### src/rtl/square_wave_gen_prog.sv
// Programmable square-wave source for the DAC data bus. Period, duty and amplitudes
// come in through a valid/ready shadow register and take effect only at a period boundary.
module square_wave_gen_prog #(
    parameter int DATA_W        = 10,
    parameter int CNT_W         = 16,
    parameter int RST_PERIOD_M1 = 255,
    parameter int RST_DUTY      = 128
) (
    input  logic              DAC_clk,
    input  logic              DAC_rst_n,
    input  logic              en,
    input  logic              cfg_valid,
    output logic              cfg_ready,
    input  logic [CNT_W-1:0]  cfg_period,
    input  logic [CNT_W:0]    cfg_duty,
    input  logic [DATA_W-1:0] cfg_amp_hi,
    input  logic [DATA_W-1:0] cfg_amp_lo,
    output logic [DATA_W-1:0] DAC_data,
    output logic              sync
);

    typedef enum logic {IDLE, PEND} cfg_state_t;

    cfg_state_t state, state_next;

    logic [CNT_W-1:0]  cnt;
    logic [CNT_W-1:0]  period_m1, sh_period;
    logic [CNT_W:0]    duty, sh_duty;
    logic [DATA_W-1:0] amp_hi, amp_lo, sh_amp_hi, sh_amp_lo;

    logic at_end;
    logic high;
    logic accept;
    logic apply;

    // Using >= rather than == keeps the counter from overrunning a shortened period.
    assign at_end = (cnt >= period_m1);
    assign high   = ({1'b0, cnt} < duty);

    always_comb begin
        state_next = state;
        accept     = 1'b0;
        apply      = 1'b0;
        cfg_ready  = (state == IDLE);
        case (state)
            IDLE: begin
                if (cfg_valid) begin
                    accept     = 1'b1;
                    state_next = PEND;
                end
            end
            PEND: begin
                if (!en || at_end) begin
                    apply      = 1'b1;
                    state_next = IDLE;
                end
            end
            default: state_next = IDLE;
        endcase
    end

    always_ff @(posedge DAC_clk) begin
        if (!DAC_rst_n) begin
            state <= IDLE;
        end else begin
            state <= state_next;
        end
    end

    always_ff @(posedge DAC_clk) begin
        if (!DAC_rst_n) begin
            sh_period <= '0;
            sh_duty   <= '0;
            sh_amp_hi <= '0;
            sh_amp_lo <= '0;
        end else if (accept) begin
            sh_period <= cfg_period;
            sh_duty   <= cfg_duty;
            sh_amp_hi <= cfg_amp_hi;
            sh_amp_lo <= cfg_amp_lo;
        end
    end

    // Active settings only move on a wrap or while stopped, so no runt pulses.
    always_ff @(posedge DAC_clk) begin
        if (!DAC_rst_n) begin
            period_m1 <= CNT_W'(RST_PERIOD_M1);
            duty      <= (CNT_W+1)'(RST_DUTY);
            amp_hi    <= '1;
            amp_lo    <= '0;
        end else if (apply) begin
            period_m1 <= sh_period;
            duty      <= sh_duty;
            amp_hi    <= sh_amp_hi;
            amp_lo    <= sh_amp_lo;
        end
    end

    always_ff @(posedge DAC_clk) begin
        if (!DAC_rst_n) begin
            cnt <= '0;
        end else if (!en || at_end) begin
            cnt <= '0;
        end else begin
            cnt <= cnt + CNT_W'(1);
        end
    end

    always_ff @(posedge DAC_clk) begin
        if (!DAC_rst_n) begin
            DAC_data <= '0;
            sync     <= 1'b0;
        end else begin
            DAC_data <= (en && high) ? amp_hi : amp_lo;
            sync     <= en && (cnt == '0);
        end
    end

endmodule

### config.mk
export PLATFORM = sky130hd
export DESIGN_NAME = square_wave_gen_prog
export DESIGN_NICKNAME = d
export VERILOG_FILES = /design/src/rtl/square_wave_gen_prog.sv
export SDC_FILE = /design/constraint.sdc
export NUM_CORES = 1
export LEC_CHECK = 0
export CORE_MARGIN = 4
export CORE_UTILIZATION = 65
export CTS_BUF_LIST = sky130_fd_sc_hd__clkbuf_4 sky130_fd_sc_hd__clkbuf_8
export CTS_CLUSTER_SIZE = 20
export DETAILED_ROUTE_END_ITERATION = 10
export DONT_BUFFER_PORTS = 1
export PLACE_DENSITY = 0.86
export SETUP_SLACK_MARGIN = 0.2
export SLEW_MARGIN = 20
export SYNTH_ARGS = -nofsm -noshare
export SYNTH_HDL_FRONTEND = slang
export SYNTH_SLANG_ARGS = --single-unit
### constraint.sdc
create_clock -name DAC_clk -period 5.7 [get_ports DAC_clk]
set_input_delay 1.71 -clock DAC_clk [delete_from_list [all_inputs] [get_ports DAC_clk]]
set_output_delay 1.71 -clock DAC_clk [all_outputs]
set_load 0.05 [all_outputs]
==> qor.yml, run 1 <==
status:
  run_status: "finished, final reports clean"
setup_path:
  cp-start-kind: "register"
  critical_path.reg2reg.endpoint: "amp_hi[5]"
  r2r_setup_slack_ns: 2.47
  cp_data_required_time_ns: 6.04
  worst_setup_path_end_kind: "register"
  cpPeakStageDelay_ns: 0.83
  critical_r2r_launch: "cnt[0]"
  criticalPathCategory: "register to register"
  critical_path.cell_chain: "inv_1, ha_1, nand2b_1, a2111oi_0, nand4b_1, a31o_4, mux2i_1, nand2_1"
  critPathSlowestCell: "sky130_fd_sc_hd__a31o_4"
  timing.critical_path.arrival_ns: 3.58
  timing.reg2reg.worst_path_depth: 8
  worst-path-max-fanout: 87
synth:
  warnings_from_yosys: 0
  synth.area.mux_share: 0.0333
  synthArstFlopShare: 0
  synth.avg_cell_area_sq_um: 8.60
  synth_area_sq_um: 5720
  yosysUniqueCellTypes: 39
  synth-compound-area-share: 0.146
  yosys.area_share.xor_xnor: 0.0214
  synth_enable_flop_cells: 0
  ys_ff_latch: 134
  dominant_combinational_cell_family_by_area_after_synthesis: "simple AND/OR/NAND/NOR gates"
  postSynthCellCount: 665
  synth_fa_ha_area_frac: 0.0722
  syn_nets: 755
  synth.yosys.seq_area_share: 0.469
  synth_simple_gate_area_share: 0.196
  ys_dominant_reg_cell: "sky130_fd_sc_hd__dfxtp_1"
timing:
  hold_viol: 0
  final_clock_skew_ns: 0.0114
  fin_crit_sh: 0.567
  maxSlewHeadroom: 0.317
  setup-violations-final: 0
  maxClockFrequency_mhz: 309
  tightest_slew_ns: 1.03
  max_slew_vio_count: 0
  unrepaired_setup_endpoints_after_global_routing: "no"
  min_period_ns: 3.23
  setup_total_negative_slack_ns: 0
grt:
  gr-usage-met1: 0.296
  wire_length_of_the_first_global_routing_pass_microns: 19900
  antenna_found_initial: 0
  global_route.peak_usage_layer: "met2"
  use_met2: 0.414
  grtUsageMet3: 0.0634
  grt_residual_overflow: 0
  first_global_vias: 4450
  groute.usage.overall: 0.245
  maximum_number_of_pins_on_one_net_before_global_route_repair: 146
placed_design:
  post-place-cells: 732
  port-buffer-count: 0
  detailedPlacementHpwl_microns: 7840
  post_dp_cell_area_sq_um: 5670
  place_congestion: 0.854
cts:
  post-cts-setup-buffer-count: 0
  ctsLongestPathBuffers: 2
  cts.reportedPaths.clkPinSlew_ns: 0.08
  htree_num_levels: 4
  tritoncts_clock_tree: "yes"
  hold_buffers: 0
  post_cts_resized: 0
  cts_made_buffers: 17
  tritoncts_num_sinks: 134
  cts_root_buf: "sky130_fd_sc_hd__clkbuf_8"
  clk_latency_ns: 0.45
finish:
  synthToLayoutAreaGrowth_pct: 7.42
  design_area_sq_um: 6140
  nNetsFinal: 737
  n_antenna_cell: 0
  final_cell_count_no_fill: 765
  drive_gt1_frac: 0.0576
min_path:
  hold_start: "sh_period[8]"
  classification_of_the_worst_slack_hold_path: "register to register"
  worst_hold_path.num_cells: 2
  holdPathEnd: "period_m1[8]"
floorplan:
  floorplan.die.height_microns: 102
  die-area_sq_um: 10400
  design.portCount: 69
  initial_core_util: 0.682
  die_width_microns: 102
  core.rowCount: 33
  core-area_sq_um: 8380
route:
  postRouteAntennaNets: 0
  dr.pass1.iters: 5
  totalWireLength_microns: 11700
  route.detailed.wl_per_inst_microns: 15.3
  first_iter_violations: 186
  vias: 4349
  post-route-drc-count: 0
  routed_via_density: 5.68
power_and_ir_drop:
  static-leakage-power_uw: 0.00251
  power_density_nw_per_um2: 328
  max-vdd-ir-drop_uv: 255
flow_run:
  number_of_max_cap_violations: 0
-- Yosys cell counts (4+ instances only) --
cell	number	area, sq um
sky130_fd_sc_hd__nand2_1	169	634
sky130_fd_sc_hd__dfxtp_1	134	2680
sky130_fd_sc_hd__a21boi_0	53	398
sky130_fd_sc_hd__nand3_1	42	210
sky130_fd_sc_hd__inv_1	40	150
sky130_fd_sc_hd__ha_1	33	413
sky130_fd_sc_hd__o21ai_1	33	165
sky130_fd_sc_hd__clkbuf_1	29	109
sky130_fd_sc_hd__nor2_1	22	82.6
sky130_fd_sc_hd__mux2i_1	19	190
sky130_fd_sc_hd__a22o_1	10	87.6
sky130_fd_sc_hd__a21oi_1	9	45.0
sky130_fd_sc_hd__xnor2_1	9	78.8
sky130_fd_sc_hd__buf_6	6	67.6
sky130_fd_sc_hd__nand4_1	6	37.5
sky130_fd_sc_hd__o21ai_0	6	30.0
sky130_fd_sc_hd__and3_1	5	31.3
sky130_fd_sc_hd__xor2_1	5	43.8
sky130_fd_sc_hd__nand2b_1	4	25.0
sky130_fd_sc_hd__nor3_1	4	20.0
-- how the worst max path moves through the flow --
| stage | start | endpoint | slack [ns] | depth (start not counted) |
|---|---|---|---|---|
| 6_report | cnt[0] | amp_hi[5] | 2.47 | 8 |
| 5_1_grt | cnt[0] | amp_hi[7] | 2.15 | 8 |
| 4_1_cts | cnt[0] | amp_hi[5] | 2.50 | 8 |
| 3_5_place_dp | en | amp_hi[7] | 2.36 | 5 |
| 3_3_place_gp | en | amp_hi[9] | 2.44 | 5 |
| 2_1_floorplan | DAC_rst_n | duty[5] | 2.93 | 5 |
-- power breakdown --
part	internal [uW]	switching, uW
Sequential	976	43.4
Clock	489	395
Combinational	46.5	68.0
Total	1510	506
-- kinds of logic (layout without fill, tap and decap cells) --
logic type,after synthesis,count (layout)
AO/OA/AOI/OAI,124,124
buffers and inverters,79,74
AND/OR/NAND/NOR,262,262
XOR/XNOR,14,14
adder cells (fa/ha/maj),33,33
multiplexers,19,19
flip-flops,134,134
-- placed cells by master, fill, tap and decap left out, types with 5 or more instances in the layout --
cell,instances
sky130_fd_sc_hd__a21boi_0,53
sky130_fd_sc_hd__a21oi_1,9
sky130_fd_sc_hd__a22o_1,10
sky130_fd_sc_hd__and3_1,5
sky130_fd_sc_hd__clkbuf_8,17
sky130_fd_sc_hd__dfxtp_1,134
sky130_fd_sc_hd__ha_1,33
sky130_fd_sc_hd__inv_1,40
sky130_fd_sc_hd__mux2i_1,19
sky130_fd_sc_hd__nand2_1,169
sky130_fd_sc_hd__nand3_1,42
sky130_fd_sc_hd__nand4_1,6
sky130_fd_sc_hd__nor2_1,22
sky130_fd_sc_hd__o21ai_0,6
sky130_fd_sc_hd__o21ai_1,33
sky130_fd_sc_hd__xnor2_1,9
sky130_fd_sc_hd__xor2_1,5
-- final cells by class --
type,count,area [sq um]
clock buffer,17,234
clock inverter,15,216
fill,606,2240
inverter,40,150
multi-input combinational,452,2700
sequential,134,2680
tap,105,131
timing repair buffer,2,27.5
-- per-layer routing --
| metal | vias to the layer above | share of wire | wire length, microns |
|---|---|---|---|
| li1 | 2191 | - | - |
| met1 | 2038 | 0.44 | 5160 |
| met2 | 96 | 0.50 | 5820 |
| met3 | 24 | 0.045 | 532 |
| met4 | 0 | 0.018 | 213 |
| met5 | - | 0 | 0 |
-- registers in the layout, summed over array words and instances (netlist names) --
signal     count
DAC_data      10
state          1
amp_lo        10
sh_amp_hi     10
sh_amp_lo     10
cnt           16
sh_period     16
amp_hi        10
sh_duty       17
sync           1
duty          17
period_m1     16
-- through the flow --
step / hold slack, ns / total power, uW / setup WS, ns / util
global route: 0.480 / 2090 / 2.15 / 0.733
global placement: 0.433 / 1150 / 2.44 / 0.677
floorplan: 0.429 / 1140 / 2.93 / -
detailed placement: 0.440 / 1150 / 2.36 / 0.677
CTS: 0.452 / 2030 / 2.50 / 0.731
finish: 0.447 / 2020 / 2.47 / 0.733
-- worst max-delay path: cells and delay by family (launching register included) --
family | cells | cell delay [ns]
AOI/OAI and AO/OA | 2 | 1.43
adders and majority gates | 1 | 0.29
buffers and inverters | 1 | 0.12
DFF | 1 | 0.47
muxes | 1 | 0.31
and+or+nand+nor | 3 | 0.46
Power figures use the tool's default switching activity.
==> run 2, diff against run 1 <==
- CORE_UTILIZATION: 65 -> 59
- PLACE_DENSITY: 0.86 -> 0.83
- clock period: 5.7 -> 2.85 ns (I/O delays scaled with it)
==> run 2 against run 1 <==
Design area up 0.39%. Register-to-register slack lost 2.1 ns. Sequential power grew 100%. Cell count up 3.8%. Power increased by 90%. Non-clock buffer count increased by 5. Via count increased by 1.8%. Largest power group unchanged.
==> qor.yml, run 2 (same netlist as run 1, synthesis figures left out) <==
floorplan:
  initial_core_util: 0.613  # -0.0692
  die_width_microns: 106  # +4.6%
  design.portCount: 69  # unchanged
  floorplan.die.height_microns: 106  # +4.6%
  core.rowCount: 35  # +6.1%
  core-area_sq_um: 9330  # +11%
  die-area_sq_um: 11300  # +9.4%
setup_path:
  timing.critical_path.arrival_ns: 2.81  # -0.77 ns
  critical_r2r_launch: "cnt[11]"
  critical_path.reg2reg.endpoint: "DAC_data[7]"
  criticalPathCategory: "register to register"
  cp_data_required_time_ns: 3.19  # -2.85 ns
  timing.reg2reg.worst_path_depth: 7  # -1
  r2r_setup_slack_ns: 0.38  # -2.08 ns
  cp-start-kind: "register"
  worst-path-max-fanout: 10  # -89%
  worst_setup_path_end_kind: "register"
power_and_ir_drop:
  total_power_uw: 3820  # +90%
  power_density_nw_per_um2: 620  # +89%
  max-vdd-ir-drop_uv: 375  # +47%
  static-leakage-power_uw: 0.00252  # +0.33%
timing:
  maxSlewHeadroom: 0.631  # +0.314
  maxClockFrequency_mhz: 405  # +31%
  setup_total_negative_slack_ns: 0  # unchanged
  max_slew_vio_count: 0  # unchanged
  postLayoutSetupSlackWorst_ns: 0.383  # -2.08 ns
  fin_crit_sh: 0.866  # +0.298
  unrepaired_setup_endpoints_after_global_routing: "no"
  setup-violations-final: 0  # unchanged
  final_clock_skew_ns: 0.0129  # +0.00144 ns
  min_period_ns: 2.47  # -0.766 ns
  tightest_slew_ns: 0.554  # -0.471 ns
  hold_viol: 0  # unchanged
finish:
  footprint_of_the_multi_input_gates_sq_um: 2700  # about the same
  design_area_sq_um: 6170  # +0.39%
  mostFrequentLayoutCells: "sky130_fd_sc_hd__nand2_1 (168), sky130_fd_sc_hd__dfxtp_1 (133), sky130_fd_sc_hd__a21boi_0 (53), sky130_fd_sc_hd__nand3_1 (42), sky130_fd_sc_hd__inv_1 (40)"
  n_antenna_cell: 0  # unchanged
  final.fill_count: 739  # +22%
  nNetsFinal: 742  # +0.68%
  final_common_cell: "sky130_fd_sc_hd__nand2_1"
  drive_gt1_frac: 0.0677  # +0.0101
  postLayoutCoreUtil: 0.661  # -0.0718
  largest_regs: "duty: 17 flops, sh_duty: 17 flops"
  register_area_sq_um: 2680  # about the same
  synthToLayoutAreaGrowth_pct: 7.83
cts:
  htree_num_levels: 4  # unchanged
  tritoncts_num_sinks: 134  # unchanged
  clk_latency_ns: 0.45  # about the same
  cts_made_buffers: 17  # unchanged
  ctsLongestPathBuffers: 2  # unchanged
  tritoncts_clock_tree: "yes"
  cts.reportedPaths.clkPinSlew_ns: 0.09  # about the same
  cts_root_buf: "sky130_fd_sc_hd__clkbuf_8"
min_path:
  hold_start: "sh_duty[16]"
  holdPathEnd: "duty[16]"
  worst_hold_path.num_cells: 2  # unchanged
  classification_of_the_worst_slack_hold_path: "register to register"
grt:
  antenna_found_initial: 0  # unchanged
  grt_residual_overflow: 0  # unchanged
  groute.usage.overall: 0.222  # -0.0228
  maximum_number_of_pins_on_one_net_before_global_route_repair: 146  # unchanged
  wire_length_of_the_first_global_routing_pass_microns: 20100  # +0.90%
  first_global_vias: 4316  # -3.0%
route:
  vias: 4427  # +1.8%
  route.detailed.wl_per_inst_microns: 15.1  # -1.3%
  postRouteAntennaNets: 0  # unchanged
  first_iter_violations: 259  # +39%
  totalWireLength_microns: 12000  # +2.4%
  dr.pass1.iters: 5  # unchanged
  routed_via_density: 5.58  # -1.9%
  post-route-drc-count: 0  # unchanged
status:
  run_status: "finished, final reports clean"
placed_design:
  detailedPlacementHpwl_microns: 8140  # +3.8%
  place_congestion: 0.890  # +4.1%
  detailedPlace.worstSlack_ns: 0.227  # -2.13 ns
  port-buffer-count: 0  # unchanged
  post_dp_cell_area_sq_um: 5760  # +1.5%
flow_run:
  number_of_max_cap_violations: 0  # unchanged
run 2: critical path, stage by stage (launching register included):
cell and delay, ns:
sky130_fd_sc_hd__dfxtp_1 0.49, sky130_fd_sc_hd__ha_1 0.32, sky130_fd_sc_hd__a21o_1 0.18, sky130_fd_sc_hd__a21oi_1 0.20
sky130_fd_sc_hd__nand2b_1 0.08, sky130_fd_sc_hd__o31a_1 0.36, sky130_fd_sc_hd__o31a_1 0.46, sky130_fd_sc_hd__a22o_1 0.26
run 2: metal layers:
metal  track usage  vias to the layer above  part of all wire
met3        0.0607                       26             0.057
met4        0.0941                        0             0.020
li1              -                     2202                 -
met2         0.358                      119              0.48
met5             0                        -                 0
met1         0.280                     2080              0.44
run 2: final cells by class:
cell class | count | area share
well taps | 129 | 0.0262
flip-flops and latches | 134 | 0.435
clock buffers | 18 | 0.0402
multi-input cells | 452 | 0.438
inverters | 40 | 0.0243
repair buffers | 7 | 0.0126
clock inverters | 14 | 0.0231
run 2: report_power, final:
part	total, uW	switching (uW)	internal (uW)
logic	238	140	98.4
clock network	1550	810	735
registers	2040	87.3	1950
run 2: worst max path at each step:
stage,endpoint,slack (ns),startpoint,cells after the start
6_report,DAC_data[7],0.38,cnt[11],7
5_1_grt,amp_hi[7],0.28,cnt[0],9
4_1_cts,amp_hi[6],0.20,cnt[0],9
3_5_place_dp,amp_hi[7],0.23,cnt[0],9
3_3_place_gp,period_m1[4],0.42,cnt[0],9
2_1_floorplan,amp_hi[0],0.71,cnt[0],10
run 2: per-stage QoR:
stage               hold WS, ns  instances
floorplan                 0.429        665
global placement          0.439        760
detailed placement        0.444        760
CTS                       0.446        792
global route              0.451        794
finish                    0.444        794
run 2: what timing repair did:
action                     CTS  global route
hold buffers                 0             0
setup endpoints to repair    0            50
setup buffers                0             2
resized for setup            0             2
==> run 3, diff against run 2 <==
- CELL_PAD_IN_SITES_DETAIL_PLACEMENT: default -> 0
- CELL_PAD_IN_SITES_GLOBAL_PLACEMENT: default -> 1
- CORE_UTILIZATION: 59 -> 45
==> run 3 against run 2 <==
Critical path type unchanged. Via count shrank 5.5%. Largest power group unchanged. Register-to-register slack improved by 0.04 ns. Cell count rose by 4.9%. Sequential share of layout area shrank 0.13 points. Design area increased by 0.30%. Hold slack improved by 0.0035 ns. Global-route usage down 5.3 points. Clock skew fell by 0.0037 ns. Maximum frequency rose by 1.8%.
==> qor.yml, run 3 (same netlist as run 1, synthesis figures left out) <==
status:
  run_status: "finished, final reports clean"
min_path:
  hold_start: "sh_period[11]"
  worst_hold_path.num_cells: 2  # unchanged
  classification_of_the_worst_slack_hold_path: "register to register"
timing:
  unrepaired_setup_endpoints_after_global_routing: "no"
  maxSlewHeadroom: 0.639  # +0.00850
  final_clock_skew_ns: 0.00924  # -0.00365 ns
  hold_viol: 0  # unchanged
  max_slew_vio_count: 0  # unchanged
  maxClockFrequency_mhz: 413  # +1.8%
  setup-violations-final: 0  # unchanged
  setup_total_negative_slack_ns: 0  # unchanged
  final.hold.worst_slack_ns: 0.447  # +0.00351 ns
  fin_crit_sh: 0.850  # -0.0154
  tightest_slew_ns: 0.540  # -0.0141 ns
  min_period_ns: 2.42  # -0.0440 ns
finish:
  final_common_cell: "sky130_fd_sc_hd__nand2_1"
  drive_gt1_frac: 0.0677  # unchanged
  nNetsFinal: 742  # unchanged
  postLayoutCoreUtil: 0.507  # -0.155
  design_area_sq_um: 6190  # +0.30%
  n_antenna_cell: 0  # unchanged
  mostFrequentLayoutCells: "sky130_fd_sc_hd__nand2_1 (168), sky130_fd_sc_hd__dfxtp_1 (133), sky130_fd_sc_hd__a21boi_0 (53), sky130_fd_sc_hd__nand3_1 (42), sky130_fd_sc_hd__inv_1 (40)"
  largest_regs: "duty: 17 flops, sh_duty: 17 flops"
  synthToLayoutAreaGrowth_pct: 8.16
cts:
  ctsLongestPathBuffers: 2  # unchanged
  tritoncts_clock_tree: "yes"
  clk_latency_ns: 0.43  # -0.02 ns
  hold_buffers: 0  # unchanged
  cts.reportedPaths.clkPinSlew_ns: 0.08  # about the same
  tritoncts_num_sinks: 134  # unchanged
  cts_made_buffers: 17  # unchanged
  cts_root_buf: "sky130_fd_sc_hd__clkbuf_8"
  htree_num_levels: 4  # unchanged
placed_design:
  place_congestion: 0.854  # -4.0%
  detailedPlacementHpwl_microns: 8350  # +2.6%
  post_dp_cell_area_sq_um: 5820  # +1.2%
  port-buffer-count: 0  # unchanged
floorplan:
  initial_core_util: 0.468  # -0.145
  floorplan.die.height_microns: 121  # +13%
  core-area_sq_um: 12200  # +31%
  die-area_sq_um: 14600  # +29%
  die_width_microns: 121  # +13%
  design.portCount: 69  # unchanged
  core.rowCount: 40  # +14%
grt:
  first_global_vias: 4254  # -1.4%
  antenna_found_initial: 0  # unchanged
  groute.usage.overall: 0.169  # -0.0527
  maximum_number_of_pins_on_one_net_before_global_route_repair: 146  # unchanged
  grt_residual_overflow: 0  # unchanged
  wire_length_of_the_first_global_routing_pass_microns: 19800  # -1.6%
route:
  routed_via_density: 5.02  # -9.9%
  post-route-drc-count: 0  # unchanged
  postRouteAntennaNets: 0  # unchanged
  totalWireLength_microns: 11700  # -2.8%
  first_iter_violations: 221  # -15%
  route.detailed.wl_per_inst_microns: 14.0  # -7.3%
  dr.pass1.iters: 7  # +2
  vias: 4183  # -5.5%
setup_path:
  worst_setup_path_startpoint: "cnt[0]"
  cp-start-kind: "register"
  worst-path-max-fanout: 40  # +30
  critPathSlowestCell: "sky130_fd_sc_hd__dfxtp_2"
  timing.reg2reg.worst_path_depth: 9  # +2
  critical_r2r_launch: "cnt[0]"
  cpPeakStageDelay_ns: 0.39  # -0.10 ns
  worst_setup_path_end_kind: "register"
  cp_data_required_time_ns: 3.18  # about the same
  criticalPathCategory: "register to register"
  timing.critical_path.arrival_ns: 2.76  # -0.05 ns
  critical_path.cell_chain: "inv_1, ha_1, nand2b_1, a2111oi_0, nand4b_1, a31o_4, buf_12, mux2i_1, nand2_1"
power_and_ir_drop:
  power_density_nw_per_um2: 594  # -4.3%
  max-vdd-ir-drop_uv: 362  # -3.5%
  static-leakage-power_uw: 0.00249  # -0.97%
  total_power_uw: 3670  # -4.0%
flow_run:
  number_of_max_cap_violations: 0  # unchanged
[run 3: final timing paths]
kind	endpoint	slack [ns]
setup reg to reg	amp_hi[6]	0.43
hold reg to reg	period_m1[11]	0.45
setup / recovery	amp_hi[6]	0.43
hold / removal	period_m1[11]	0.45
[run 3: worst max-delay path: cells and delay by family (launching register included)]
kind	cells	cell delay, ns
simple gates	3	0.41
fa+ha+maj	1	0.28
mux	1	0.22
compound gates	2	0.68
flops	1	0.39
buf+inv	2	0.33
[run 3: area by class of cell]
type / count / area [sq um]
clock buffer: 19 / 262
clock inverter: 13 / 98.8
inverter: 40 / 150
sequential: 134 / 2680
timing repair buffer: 7 / 77.6
multi-input combinational: 452 / 2700
tap: 168 / 210
fill: 1235 / 6030
[run 3: power breakdown]
part           switching (uW)  internal (uW)  total, uW  leakage [uW]
combinational             133           97.4        231       0.00122
clock                     747            654       1400      0.000179
sequential               86.9           1950       2040       0.00110
[run 3: per-layer routing]
| metal | global-route usage | wire [microns] |
|---|---|---|
| met1 | 0.204 | 5400 |
| met2 | 0.284 | 5660 |
| met3 | 0.0477 | 496 |
| met5 | 0 | 0 |
| met4 | 0.0708 | 119 |
[run 3: what timing repair did]
item | CTS | global route
setup buffers | 0 | 0
endpoints found under the setup margin | 0 | 21
gates resized for setup | 0 | 1
[run 3: stage by stage]
stage	setup WS (ns)	std cells
finish	0.427	833
global route	0.222	833
CTS	0.315	833
detailed placement	0.346	801
global placement	0.432	801
floorplan	0.709	665
